$ cat config.mk
export PLATFORM = sky130hd
export DESIGN_NAME = neu_gen_flat
export DESIGN_NICKNAME = d
export VERILOG_FILES = /design/src/rtl/neu_gen_if.sv /design/src/rtl/neu_gen.sv /design/src/flat_wrapper.sv
export SDC_FILE = /design/constraint.sdc
export NUM_CORES = 1
export LEC_CHECK = 0
export BUFFER_PORTS_ARGS = -buffer_cell sky130_fd_sc_hd__buf_2
export CAP_MARGIN = 20
export CORE_ASPECT_RATIO = 0.8
export CORE_MARGIN = 2
export CORE_UTILIZATION = 50
export DETAILED_ROUTE_END_ITERATION = 16
export PLACE_DENSITY = 0.7
export SETUP_SLACK_MARGIN = 0.4
export SLEW_MARGIN = 0
export SYNTH_ARGS = -nofsm -noshare
export SYNTH_HDL_FRONTEND = slang
export SYNTH_SLANG_ARGS = --single-unit
$ cat constraint.sdc
create_clock -name clk -period 50.3 [get_ports clk]
set_input_delay 10.06 -clock clk [delete_from_list [all_inputs] [get_ports clk]]
set_output_delay 10.06 -clock clk [all_outputs]
set_load 0.05 [all_outputs]
$ cat src/rtl/neu_gen_if.sv
// Control, neighbour-cost and result bundle for one neu_gen planner cell.
// The slave side is the cell; the master side is whatever tiles or drives it.
interface neu_gen_if #(
   parameter int COST_W   = 12,
   parameter int WEIGHT_W = 4
);
   logic                  en;
   logic                  clr;
   logic                  inval;
   logic                  ld;
   logic [WEIGHT_W-1:0]   ld_weight;
   logic [8*COST_W-1:0]   nbr_cost;
   logic [COST_W-1:0]     path_cost;
   logic [2:0]            path_dir;
   logic                  path_mod;
   logic                  stable;

   modport slave (
      input  en, clr, inval, ld, ld_weight, nbr_cost,
      output path_cost, path_dir, path_mod, stable
   );

   modport master (
      output en, clr, inval, ld, ld_weight, nbr_cost,
      input  path_cost, path_dir, path_mod, stable
   );
endinterface

$ cat src/rtl/neu_gen.sv
// Wavefront planner cell: two-stage min(neighbour + step) relaxation with
// saturating INF arithmetic, change pulse and local convergence counter.
module neu_gen #(
   parameter int COST_W    = 12,
   parameter int WEIGHT_W  = 4,
   parameter int CONNECT   = 8,
   parameter int MONOTONIC = 1,
   parameter int STABLE_N  = 4
) (
   input  logic      clk,
   input  logic      rst_n,
   neu_gen_if.slave  bus
);
   localparam int                SW    = COST_W + WEIGHT_W + 2;
   localparam logic [COST_W-1:0] INF   = {COST_W{1'b1}};
   localparam logic [WEIGHT_W-1:0] WOBST = {WEIGHT_W{1'b1}};
   localparam logic [3:0]        STAB  = 4'(STABLE_N);

   logic [WEIGHT_W-1:0]          weight_q;
   logic [SW-1:0]                step_card;
   logic [SW-1:0]                step_diag;
   logic [7:0][COST_W-1:0]       sum_d;
   logic [7:0][COST_W-1:0]       sum_q;
   logic                         s1_valid_q;
   logic                         obst_q;
   logic [COST_W-1:0]            cand;
   logic [2:0]                   cand_dir;
   logic [COST_W-1:0]            cost_d, cost_q;
   logic [2:0]                   dir_d, dir_q;
   logic                         mod_q;
   logic [3:0]                   cnt_d, cnt_q;
   logic                         changed;
   logic                         upd_en;

   // Half-unit steps: cardinal = 2w, diagonal = 3w (1.5x).
   assign step_card = SW'(weight_q) << 1;
   assign step_diag = (SW'(weight_q) << 1) + SW'(weight_q);

   generate
      for (genvar gi = 0; gi < 8; gi++) begin : g_sum
         logic [COST_W-1:0] nbr;
         logic [SW-1:0]     raw;
         assign nbr = bus.nbr_cost[gi*COST_W +: COST_W];
         assign raw = SW'(nbr) + (((gi % 2) == 1) ? step_diag : step_card);
         if (((gi % 2) == 1) && (CONNECT == 4)) begin : g_off
            assign sum_d[gi] = INF;
         end else begin : g_on
            assign sum_d[gi] = ((nbr == INF) || (raw >= SW'(INF))) ? INF : raw[COST_W-1:0];
         end
      end
   endgenerate

   always_ff @(posedge clk or negedge rst_n) begin
      if (!rst_n) begin
         sum_q      <= '1;
         s1_valid_q <= 1'b0;
         obst_q     <= 1'b0;
      end else if (bus.en) begin
         sum_q      <= sum_d;
         s1_valid_q <= 1'b1;
         obst_q     <= (weight_q == WOBST);
      end
   end

   // Strict less-than keeps the lowest direction on ties.
   always_comb begin
      cand     = sum_q[0];
      cand_dir = 3'd0;
      for (int k = 1; k < 8; k++) begin
         if (sum_q[k] < cand) begin
            cand     = sum_q[k];
            cand_dir = 3'(k);
         end
      end
      if (obst_q) begin
         cand     = INF;
         cand_dir = 3'd0;
      end
   end

   assign upd_en = bus.en && s1_valid_q;

   always_comb begin
      cost_d = cost_q;
      dir_d  = dir_q;
      if (bus.clr) begin
         cost_d = '0;
      end else if (bus.inval) begin
         cost_d = INF;
         dir_d  = 3'd0;
      end else if (upd_en) begin
         if ((MONOTONIC != 0) ? (cand < cost_q) : (cand != cost_q)) begin
            cost_d = cand;
            dir_d  = cand_dir;
         end
      end
   end

   assign changed = (cost_d != cost_q);

   always_comb begin
      cnt_d = cnt_q;
      if (changed || bus.clr || bus.inval || bus.ld) begin
         cnt_d = '0;
      end else if (upd_en && (cnt_q != STAB)) begin
         cnt_d = cnt_q + 4'd1;
      end
   end

   always_ff @(posedge clk or negedge rst_n) begin
      if (!rst_n) begin
         weight_q <= '0;
         cost_q   <= INF;
         dir_q    <= 3'd0;
         mod_q    <= 1'b0;
         cnt_q    <= '0;
      end else begin
         if (bus.ld) begin
            weight_q <= bus.ld_weight;
         end
         cost_q <= cost_d;
         dir_q  <= dir_d;
         mod_q  <= changed;
         cnt_q  <= cnt_d;
      end
   end

   assign bus.path_cost = cost_q;
   assign bus.path_dir  = dir_q;
   assign bus.path_mod  = mod_q;
   assign bus.stable    = (cnt_q == STAB);
endmodule

$ cat src/flat_wrapper.sv
// flat-port wrapper written by rule: the top's interface ports become plain ports
module neu_gen_flat 
#(
   parameter int COST_W    = 12,
   parameter int WEIGHT_W  = 4,
   parameter int CONNECT   = 8,
   parameter int MONOTONIC = 1,
   parameter int STABLE_N  = 4
)
  (clk, rst_n, bus_en, bus_clr, bus_inval, bus_ld, bus_ld_weight, bus_nbr_cost, bus_path_cost, bus_path_dir, bus_path_mod, bus_stable);
  neu_gen_if #(.COST_W(COST_W), .WEIGHT_W(WEIGHT_W)) bus_i ();
  input  logic clk;
  input  logic rst_n;
  input wire logic [$bits(bus_i.en)-1:0] bus_en;
  input wire logic [$bits(bus_i.clr)-1:0] bus_clr;
  input wire logic [$bits(bus_i.inval)-1:0] bus_inval;
  input wire logic [$bits(bus_i.ld)-1:0] bus_ld;
  input wire logic [$bits(bus_i.ld_weight)-1:0] bus_ld_weight;
  input wire logic [$bits(bus_i.nbr_cost)-1:0] bus_nbr_cost;
  output wire logic [$bits(bus_i.path_cost)-1:0] bus_path_cost;
  output wire logic [$bits(bus_i.path_dir)-1:0] bus_path_dir;
  output wire logic [$bits(bus_i.path_mod)-1:0] bus_path_mod;
  output wire logic [$bits(bus_i.stable)-1:0] bus_stable;
  assign bus_i.en = bus_en;
  assign bus_i.clr = bus_clr;
  assign bus_i.inval = bus_inval;
  assign bus_i.ld = bus_ld;
  assign bus_i.ld_weight = bus_ld_weight;
  assign bus_i.nbr_cost = bus_nbr_cost;
  assign bus_path_cost = bus_i.path_cost;
  assign bus_path_dir = bus_i.path_dir;
  assign bus_path_mod = bus_i.path_mod;
  assign bus_stable = bus_i.stable;
  neu_gen #(.COST_W(COST_W), .WEIGHT_W(WEIGHT_W), .CONNECT(CONNECT), .MONOTONIC(MONOTONIC), .STABLE_N(STABLE_N)) u_core (.clk(clk), .rst_n(rst_n), .bus(bus_i));
endmodule
==> results of run 1 <==
==> critical path: cells and delay by family (launching register included) <==
kind,cells,cell delay (ps)
AO/OA/AOI/OAI,39,8990
multiplexers,6,2140
buffers and inverters,8,1050
flip-flops,1,530
adder cells (fa/ha/maj),8,2320
AND/OR/NAND/NOR,26,4750
==> how the worst max path moves through the flow <==
stage	cells past startpoint	endpoint	from	slack, ps
floorplan	96	u_core.bus.path_cost[3]$_DFF_PN1_	u_core.sum_q[11]$_DFFE_PN1P_	33350
global placement	89	u_core.bus.path_cost[4]$_DFF_PN1_	u_core.sum_q[11]$_DFFE_PN1P_	31220
detailed placement	89	u_core.bus.path_cost[4]$_DFF_PN1_	u_core.sum_q[9]$_DFFE_PN1P_	30860
CTS	89	u_core.bus.path_cost[4]$_DFF_PN1_	u_core.sum_q[11]$_DFFE_PN1P_	30780
global route	87	u_core.bus.path_cost[4]$_DFF_PN1_	u_core.sum_q[9]$_DFFE_PN1P_	29040
finish	87	u_core.bus.path_cost[4]$_DFF_PN1_	u_core.sum_q[11]$_DFFE_PN1P_	30380
==> power by group through the flow <==
stage	registers [mW]	clock network [mW]	logic, mW
CTS	0.166	0.128	0.663
floorplan	0.174	0	0.499
finish	0.168	0.126	0.681
detailed placement	0.167	0	0.657
global placement	0.167	0	0.660
global route	0.170	0.132	0.744
==> through the flow <==
stage                     power, mW  area [µm²]  hold slack [ps]  utilization, %
after global routing           1.05       12900              516            57.5
after global placement        0.827       12300              458            54.9
after detailed placement      0.825       12300              462            54.9
after CTS                     0.957       12900              485            57.5
after floorplan               0.673       11500              439               -
final                         0.975       12900              482            57.5
==> kinds of logic (layout without fill, tap and decap cells) <==
family	count (synthesis)	count (layout)	share of synthesized area [%]
AOI/OAI and AO/OA	388	388	23.7
xor gates and xnor gates	79	79	6.04
adders and majority gates	140	140	15.9
buffers and inverters	150	278	5.21
DFF	122	122	27.8
muxes	64	64	6.08
and+or+nand+nor	360	360	15.3
==> cells in the final DEF, fill, tap and decap left out, drive strengths merged, types with 14 or more instances in the layout <==
master    n
ha      131
buf     129
a21oi   126
nor2    125
inv     122
dfstp   108
nand2    80
xnor2    45
o21ai    45
a21o     42
nand3    38
mux2i    38
o22a     36
xor2     34
nand4    30
mux2     26
a22oi    22
clkbuf   18
a31oi    16
nor2b    16
o211ai   16
dfrtp    14
==> sequential cells by signal, summed over array words and instances (netlist names) <==
register	count
u_core.bus.path_cost	12
u_core.bus.path_dir	3
u_core.bus.path_mod	1
u_core.cnt_q	4
u_core.obst_q	1
u_core.s1_valid_q	1
u_core.sum_q	96
u_core.weight_q	4
==> per-layer routing <==
metal,wire length [µm],GRT usage [%]
met1,16800,42.5
met2,13900,40.4
met4,587,7.76
met3,2380,5.57
met5,27,0
==> final cells by class <==
cell class,count,area [µm²]
well taps,306,383
multi-input cells,1031,7670
fillers,2024,9560
clock buffers,18,429
inverters,117,439
clock inverters,14,165
flip-flops and latches,122,3190
repair buffers,129,666
==> summary.md, run 1 <==
| Metric | Value |
|---|---|
| Largest net degree at the start of global routing | 75 |
| Top cells by count, synth | ha_1, nor2_1, a21oi_1 |
| Setup Skew | around 16 ps |
| R2R Path Start | u_core.sum_q[11]$_DFFE_PN1P_ |
| Internal power | 0.476 mW |
| ANT cells | 0 |
| Area delta synth->final | 13.0% |
| Gate Count Post-Synth | roughly 1.3k |
| Port bufs | 122 |
| Initial Util | just over 50% |
| Mapped cell area | 0.0115 mm² |
| Clock power share | 13.0% |
| Post-Place Cells | approximately 1.7k |
| Worst Hold Class | flip-flop to flip-flop |
| CTS tree | yes |
| Synth Warn # | 0 |
| Antenna Nets Post-Route | 0 |
| Proportion of layout cells with a drive suffix above 1 | a little under a quarter |
| Hold depth | 2 |
| Post-synth EDFFs | 0 |
| Post-CTS Setup Inserts | 0 |
| Fmax | around 50 MHz |
| Unrepaired setup endpoints after global routing | false |
| Comb power frac | around 70% |
| #FFs+latches synth | ~120 |
| Overall die height | 139 µm |
| Non-filler cells, final | between 1.5k and 2k |
| Final Cycle Share | around 40% |
| Min Tclk post-route | around 20,000 ps |
| Worst reg2reg path depth | between 80 and 90 |
| Top cells by area, synth | dfstp_2, ha_1, a21oi_1 |
| Clock Latency Late Sink | approximately 430 ps |
| DIE WIDTH | between 150 and 200 µm |
| Clock Pin Slew Worst Setup and Hold Paths | ~70 ps |
| GR Overflow Total | 0 |
| Worst slack at placement | 30,860 ps |
| Switching pwr | between 0.4 and 0.5 mW |
| Final setup margin | a little over 30,000 ps |
| Post-CTS Resized | 0 |
| First-pass GRT wire length | approximately 53 mm |
| Critical R2R Capture | u_core.bus.path_cost[4]$_DFF_PN1_ |
| Crit path kind | flip-flop to flip-flop |
| DRT Pass-1 Iters | 5 |
| Setup TNS | 0 ps |
| Max-slew headroom | a little under a fifth |
| Vias per Instance | 6.02 |
| Max Buffers Root-to-Sink | 2 |
| Share of the synthesized area in the top cell type | 24.8% |
| WL/cell | about 19 µm |
| Starting DRC count in detailed routing | about 1,000 |
| Final net count | around 1.7k |
| Share of flip-flops with an asynchronous set or reset | 100% |
| Final setup vio count | 0 |
| Reg2reg setup slack | approximately 30,000 ps |
| Count of final max-slew check failures | 0 |
| Post-synth top area cell | dfstp_2 |
| Crit start category | flip-flop |
| Net Sw Frac | 51.1% |
| Critical path data arrival time | ~20,000 ps |
| Initial antenna violation count | 2 |
| Clk sinks | 122 |
| Final Hold Fails | 0 |
| VDD IR max | around 0.000056 V |
| Slowest stage delay, CP | between 700 and 800 ps |
| Status | finished, final reports clean |
| Worst Max-Slew Pin Slew | 1210 ps |
| DRC errors left | 0 |
| Detailed placer's ending HPWL | about 27 mm |
| Primary FF master, synth | dfstp_2 |
| Setup crit end kind | flip-flop |
| Leak | approximately 6.0 nW |
| WHS Endpoint | u_core.bus.path_dir[0]$_DFFE_PN0P_ |
| HP Start | u_core.bus.path_dir[0]$_DFFE_PN0P_ |
| Post-Syn Nets | 1,549 |
| Worst path slowest cell | a311oi_4 |
| Total die area | between 0.02 and 0.025 mm² |
| Cell Rows | a little under 50 |
| Hold_buf cts | 0 |
| Gpl congestion | 1.03 |
| Most frequent cell after synthesis | ha_1 |
| CTS buffer count | 17 |
| Number of distinct library cells after synthesis | 89 |
| Average size of a mapped cell | roughly 8.8 µm² |
| Sequential cell area fraction in the yosys report | 27.8% |
| Total Routing Usage GR | roughly 28% |
| P per Cell Area | roughly 75 mW/mm² |
| Crit Path Max Fanout | 22 |
| Sequential power share | 17.2% |
| # IOs | between 100 and 150 |
| Post-Route WL | approximately 34 mm |
| Vias | approximately 10k |
| Core Area | around 0.023 mm² |
| Number of max-cap violations | 0 |
| Clk root buf | clkbuf_16 |
| # H-tree levels | 4 |
| Critical Path RT | between 50,000 and 60,000 ps |
| Vias in the first global route | 9,846 |
No activity file was read; power rests on OpenSTA's default activity.
==> run 2: changes to the inputs <==
==> constraint.sdc (replaced) <==
create_clock -name clk -period 20.2 [get_ports clk]
set_input_delay 4.04 -clock clk [delete_from_list [all_inputs] [get_ports clk]]
set_output_delay 4.04 -clock clk [all_outputs]
set_load 0.05 [all_outputs]
==> summary.md, run 2 (same netlist as run 1, synthesis figures left out) <==
| Metric | Value |
|---|---|
| Vias in the first global route | around 10k |
| Final setup vio count | 0 |
| Post-Route WL | ~34 mm |
| First-pass GRT wire length | around 54 mm |
| M1 GR Usage | between 40% and 50% |
| GR Overflow Total | 0 |
| Max-slew headroom | around 20% |
| Crit start category | flip-flop |
| Area delta synth->final | 13.8% |
| Final net count | between 1.5k and 2k |
| Gpl congestion | roughly 1.0 |
| Worst Hold Class | flip-flop to flip-flop |
| Unrepaired setup endpoints after global routing | false |
| P per Cell Area | around 190 mW/mm² |
| Worst path slowest cell | or4_4 |
| Starting DRC count in detailed routing | just over 900 |
| Worst setup path end | u_core.bus.path_dir[0]$_DFFE_PN0P_ |
| Crit Path Max Fanout | 22 |
| Cell Rows | a little under 50 |
| Vias per Instance | between 6 and 7 |
| # H-tree levels | 4 |
| CTS buffer count | 17 |
| Status | finished, final reports clean |
| Core Area | ~0.023 mm² |
| Fmax | 53.6 MHz |
| Commonest non-fill, non-tap cells in the layout | ha_1, nor2_1, a21oi_1, buf_2, inv_1 |
| Final Hold Fails | 0 |
| Count of final max-slew check failures | 0 |
| Overall die height | ~140 µm |
| Slowest stage delay, CP | about 600 ps |
| Gr busiest metal | met2 |
| Clock Pin Slew Worst Setup and Hold Paths | 70 ps |
| Number of max-cap violations | 0 |
| Max FFs per register | 96 |
| Total die area | about 0.024 mm² |
| Clk sinks | around 120 |
| VDD IR max | between 0.00015 and 0.0002 V |
| Clock Latency Late Sink | between 400 and 500 ps |
| Setup TNS | 0 ps |
| DRC errors left | 0 |
| Most used cell, CP | ha_1 |
| Initial antenna violation count | 3 |
| Proportion of layout cells with a drive suffix above 1 | 23.4% |
| Max Buffers Root-to-Sink | 2 |
| Setup Skew | 18.5 ps |
| Power Total | around 2.5 mW |
| DRT Pass-1 Iters | 6 |
| Critical R2R Capture | u_core.bus.path_dir[0]$_DFFE_PN0P_ |
| Clk root buf | clkbuf_16 |
| Worst Max-Slew Pin Slew | between 1000 and 1500 ps |
| Hold_buf cts | 0 |
| Antenna Nets Post-Route | 0 |
| Worst reg2reg path depth | 87 |
| Final Cycle Share | 92.3% |
| Total Routing Usage GR | 28.5% |
| Met2 usage in global routing | between 40% and 50% |
| CTS tree | yes |
| R2R Path Start | u_core.sum_q[11]$_DFFE_PN1P_ |
| # IOs | roughly 120 |
| Biggest register | u_core.sum_q |
| WL/cell | 19.6 µm |
| Port bufs | 122 |
| Critical path origin | u_core.sum_q[11]$_DFFE_PN1P_ |
| Min Tclk post-route | approximately 19,000 ps |
| Reg2reg setup slack | around 1500 ps |
| Critical path data arrival time | around 19,000 ps |
| Vias | 10.6k |
| DIE WIDTH | between 150 and 200 µm |
| Leak | ~6 nW |
| Crit path kind | flip-flop to flip-flop |
| Initial Util | around half |
| Setup crit end kind | flip-flop |
| Detailed placer's ending HPWL | between 20 and 30 mm |
| Most common library cell in the layout ignoring fill and taps | ha_1 |
| Largest net degree at the start of global routing | 69 |
| Critical Path RT | about 20,000 ps |
| M3 GR Usage | under 10% |
-- run 2: cell types whose count changed in the layout (fill, tap and decap cells not counted), sizes merged --
cell / delta
diode: +1
clkinv: -1
inv: +1
buf: +6
clkinvlp: +1
clkbuf: +2
bufinv: -1
-- run 2: timing repair --
item,in CTS,in global routing
resized for setup,0,12
endpoints found under the setup margin,0,20
setup buffers,0,5
-- run 2: where the power goes --
group	switching (mW)	internal, mW
Clock	0.129	0.172
Sequential	0.0781	0.340
Combinational	1.06	0.697
-- run 2: area by class of cell --
cell class / count / area, µm²
fill: 2072 / 9470
multi-input combinational: 1031 / 7720
sequential: 122 / 3190
timing repair buffer: 137 / 723
inverter: 117 / 439
clock buffer: 18 / 429
tap: 306 / 383
clock inverter: 14 / 138
antenna: 1 / 2.50
-- run 2: worst min-delay path by stage --
stage,startpoint,to,slack (ps),depth (start not counted)
CTS,u_core.s1_valid_q$_DFFE_PN0P_,u_core.s1_valid_q$_DFFE_PN0P_,470,1
detailed placement,u_core.s1_valid_q$_DFFE_PN0P_,u_core.s1_valid_q$_DFFE_PN0P_,450,1
global route,u_core.s1_valid_q$_DFFE_PN0P_,u_core.s1_valid_q$_DFFE_PN0P_,500,1
finish,u_core.s1_valid_q$_DFFE_PN0P_,u_core.s1_valid_q$_DFFE_PN0P_,470,1
global placement,u_core.s1_valid_q$_DFFE_PN0P_,u_core.s1_valid_q$_DFFE_PN0P_,460,1
floorplan,u_core.s1_valid_q$_DFFE_PN0P_,u_core.s1_valid_q$_DFFE_PN0P_,440,1
-- run 2: through the flow --
stage	instances	area, µm²	hold slack, ps	worst slack (ps)	utilization [%]
2_1_floorplan	1303	11500	439	3250	-
3_3_place_gp	1706	12300	459	1120	54.9
3_5_place_dp	1706	12300	451	625	54.9
4_1_cts	1738	12900	473	494	57.4
5_1_grt	1745	13000	501	347	57.9
6_report	1746	13000	474	1550	57.9
-- run 2: layer usage --
metal  wire [µm]  vias to the layer above
li1            -                     5033
met5          30                        -
met4         724                        4
met2       14400                      403
met1       16400                     5068
met3        2730                       62
-- run 2: worst max-delay path, delay by kind of cell (launching register included) --
family	cells	cell delay, ps
fa+ha+maj	8	2340
compound gates	36	7930
buf+inv	8	960
simple gates	30	5110
flops	1	530
mux	5	1650
==> run 3: changes to the inputs <==
--- a/config.mk
+++ b/config.mk
@@ -8,7 +8,6 @@
 export BUFFER_PORTS_ARGS = -buffer_cell sky130_fd_sc_hd__buf_2
 export CAP_MARGIN = 20
 export CORE_ASPECT_RATIO = 0.8
-export CORE_MARGIN = 2
 export CORE_UTILIZATION = 50
 export DETAILED_ROUTE_END_ITERATION = 16
 export PLACE_DENSITY = 0.7
==> constraint.sdc (replaced) <==
create_clock -name clk -period 20.2 [get_ports clk]
set_input_delay 4.04 -clock clk [delete_from_list [all_inputs] [get_ports clk]]
set_output_delay 4.04 -clock clk [all_outputs]
set_load 0.01 [all_outputs]
==> summary.md, run 3 (same netlist as run 1, synthesis figures left out) <==
| Metric | Value |
|---|---|
| Status | finished, final reports clean |
| Number of max-cap violations | 0 |
| Post-Place Cells | roughly 1.7k |
| Clock Pin Slew Worst Setup and Hold Paths | approximately 60 ps |
| Final Cycle Share | between 90% and 100% |
| R2R Path Start | u_core.sum_q[11]$_DFFE_PN1P_ |
| Setup Skew | roughly 16 ps |
| Vias | around 10k |
| DRC errors left | 0 |
| Min Tclk post-route | 18,470 ps |
| Unrepaired setup endpoints after global routing | false |
| Critical path data arrival time | 18,800 ps |
| Fill cell count | ~2.1k |
| Critical Path RT | 20,530 ps |
| Final setup margin | between 1500 and 2000 ps |
| Max FFs per register | 96 |
| Clk sinks | 122 |
| Power Total | 2.51 mW |
| Final net count | around 1.7k |
| Post-Route WL | between 30 and 40 mm |
| Most common library cell in the layout ignoring fill and taps | ha_1 |
| Biggest register | u_core.sum_q |
| Overall die height | between 100 and 150 µm |
| Final Core Density | between 50% and 60% |
| DRT Pass-1 Iters | 5 |
| Final Instance Area | 0.0131 mm² |
| Worst Max-Slew Pin Slew | 1210 ps |
| Cell Rows | slightly below 50 |
| Worst reg2reg path depth | 87 |
| Leak | 6.07 nW |
| Final Hold Fails | 0 |
| Port bufs | 122 |
| Count of final max-slew check failures | 0 |
| Commonest non-fill, non-tap cells in the layout | ha_1, a21oi_1, nor2_1, buf_2, inv_1 |
| Hold slack | around 480 ps |
| Antenna Nets Post-Route | 0 |
| P per Cell Area | about 190 mW/mm² |
| Area of placed instances | around 0.012 mm² |
| Final setup vio count | 0 |
| Worst path slowest cell | or4_4 |
| Clk root buf | clkbuf_16 |
| Crit path kind | flip-flop to flip-flop |
| Total die area | ~0.024 mm² |
| First-pass GRT wire length | roughly 54 mm |
| Hold depth | 1 |
| Seq. cell area | between 0.003 and 0.004 mm² |
| Max-slew headroom | 18.6% |
| Clock Latency Late Sink | 440 ps |
| Cell family with most CP delay | compound AO/OA/AOI/OAI gates |
| Initial Util | about half |
| Multi-input logic area | 0.00773 mm² |
| Slowest stage delay, CP | ~600 ps |
| Total Routing Usage GR | about 30% |
| Gpl congestion | between 0.9 and 1 |
| Non-filler cells, final | 1,748 |
| Crit start category | flip-flop |
| WHS Endpoint | u_core.s1_valid_q$_DFFE_PN0P_ |
| Vias in the first global route | between 9k and 10k |
| VDD IR max | ~0.00013 V |
| CTS buffer count | 17 |
| Starting DRC count in detailed routing | 937 |
| Vias per Instance | around 6.0 |
| Max Buffers Root-to-Sink | 2 |
| HP Start | u_core.s1_valid_q$_DFFE_PN0P_ |
| Core Area | about 0.022 mm² |
| Setup crit end kind | flip-flop |
| Area delta synth->final | 14.6% |
| GR Overflow Total | 0 |
| Reg2reg setup slack | around 1700 ps |
| WL/cell | about 20 µm |
| Crit Path Max Fanout | 24 |
| Proportion of layout cells with a drive suffix above 1 | a little under a quarter |
| Detailed placer's ending HPWL | approximately 28 mm |
| Fmax | about 54 MHz |
| Initial antenna violation count | 1 |
| Largest net degree at the start of global routing | between 70 and 80 |
| CTS tree | yes |
| Setup TNS | 0 ps |
| Buffers & Inverters on Critical Path | 10 |
| DIE WIDTH | 171 µm |
| Worst Hold Class | flip-flop to flip-flop |
| # IOs | 123 |
| # H-tree levels | 4 |
| Worst slack at placement | between 800 and 900 ps |
| Most used cell, CP | ha_1 |
| Critical R2R Capture | u_core.bus.path_dir[0]$_DFFE_PN0P_ |
-- run 3: worst reg2reg max path: cells and delay by family (launching register included) --
family                   cells  cell delay (ps)
flip-flops                   1              520
buffers and inverters       10             1540
AO/OA/AOI/OAI               32             6530
adder cells (fa/ha/maj)      8             2410
AND/OR/NAND/NOR             31             5260
multiplexers                 6             2080
-- run 3: where the power goes --
part | total (mW) | internal, mW | leakage [nW] | switching [mW]
Sequential | 0.417 | 0.340 | 1.31 | 0.0770
Clock | 0.339 | 0.215 | 0.309 | 0.124
Combinational | 1.75 | 0.713 | 4.45 | 1.04
Total | 2.51 | 1.27 | 6.07 | 1.24
-- run 3: how the worst max path moves through the flow --
| stage | startpoint | to | cells after the start |
|---|---|---|---|
| after floorplan | u_core.sum_q[11]$_DFFE_PN1P_ | u_core.bus.path_cost[3]$_DFF_PN1_ | 96 |
| after CTS | u_core.sum_q[11]$_DFFE_PN1P_ | u_core.bus.path_dir[0]$_DFFE_PN0P_ | 90 |
| final | u_core.sum_q[11]$_DFFE_PN1P_ | u_core.bus.path_dir[0]$_DFFE_PN0P_ | 87 |
| after global routing | u_core.sum_q[11]$_DFFE_PN1P_ | u_core.bus.path_dir[0]$_DFFE_PN0P_ | 90 |
| after global placement | u_core.sum_q[11]$_DFFE_PN1P_ | u_core.bus.path_dir[0]$_DFFE_PN0P_ | 90 |
| after detailed placement | u_core.sum_q[9]$_DFFE_PN1P_ | u_core.bus.path_dir[0]$_DFFE_PN0P_ | 90 |
-- run 3: cell type report --
cell class              instances  share of cell area (%)
multi-input cells            1031                    58.9
flip-flops and latches        122                    24.3
repair buffers                139                    5.59
clock buffers                  19                    3.46
inverters                     117                    3.35
well taps                     306                    2.92
clock inverters                13                    1.47
diodes                          1                  0.0191
-- run 3: routing by layer --
metal	global-route usage, %	share of wire (%)	wire length, µm	vias up
met5	0	0	0	-
met4	10.9	2.6	899	0
met3	6.06	6.7	2310	56
met2	43.7	41	14300	355
met1	44.2	49	17100	5022
li1	-	-	-	5038
-- run 3: repair_timing --
item                       4_1_cts  5_1_grt
buffers inserted                 0        5
setup endpoints to repair        0       20
hold buffers                     0        0
hold endpoints to repair         0        0
gates resized for setup          0       15
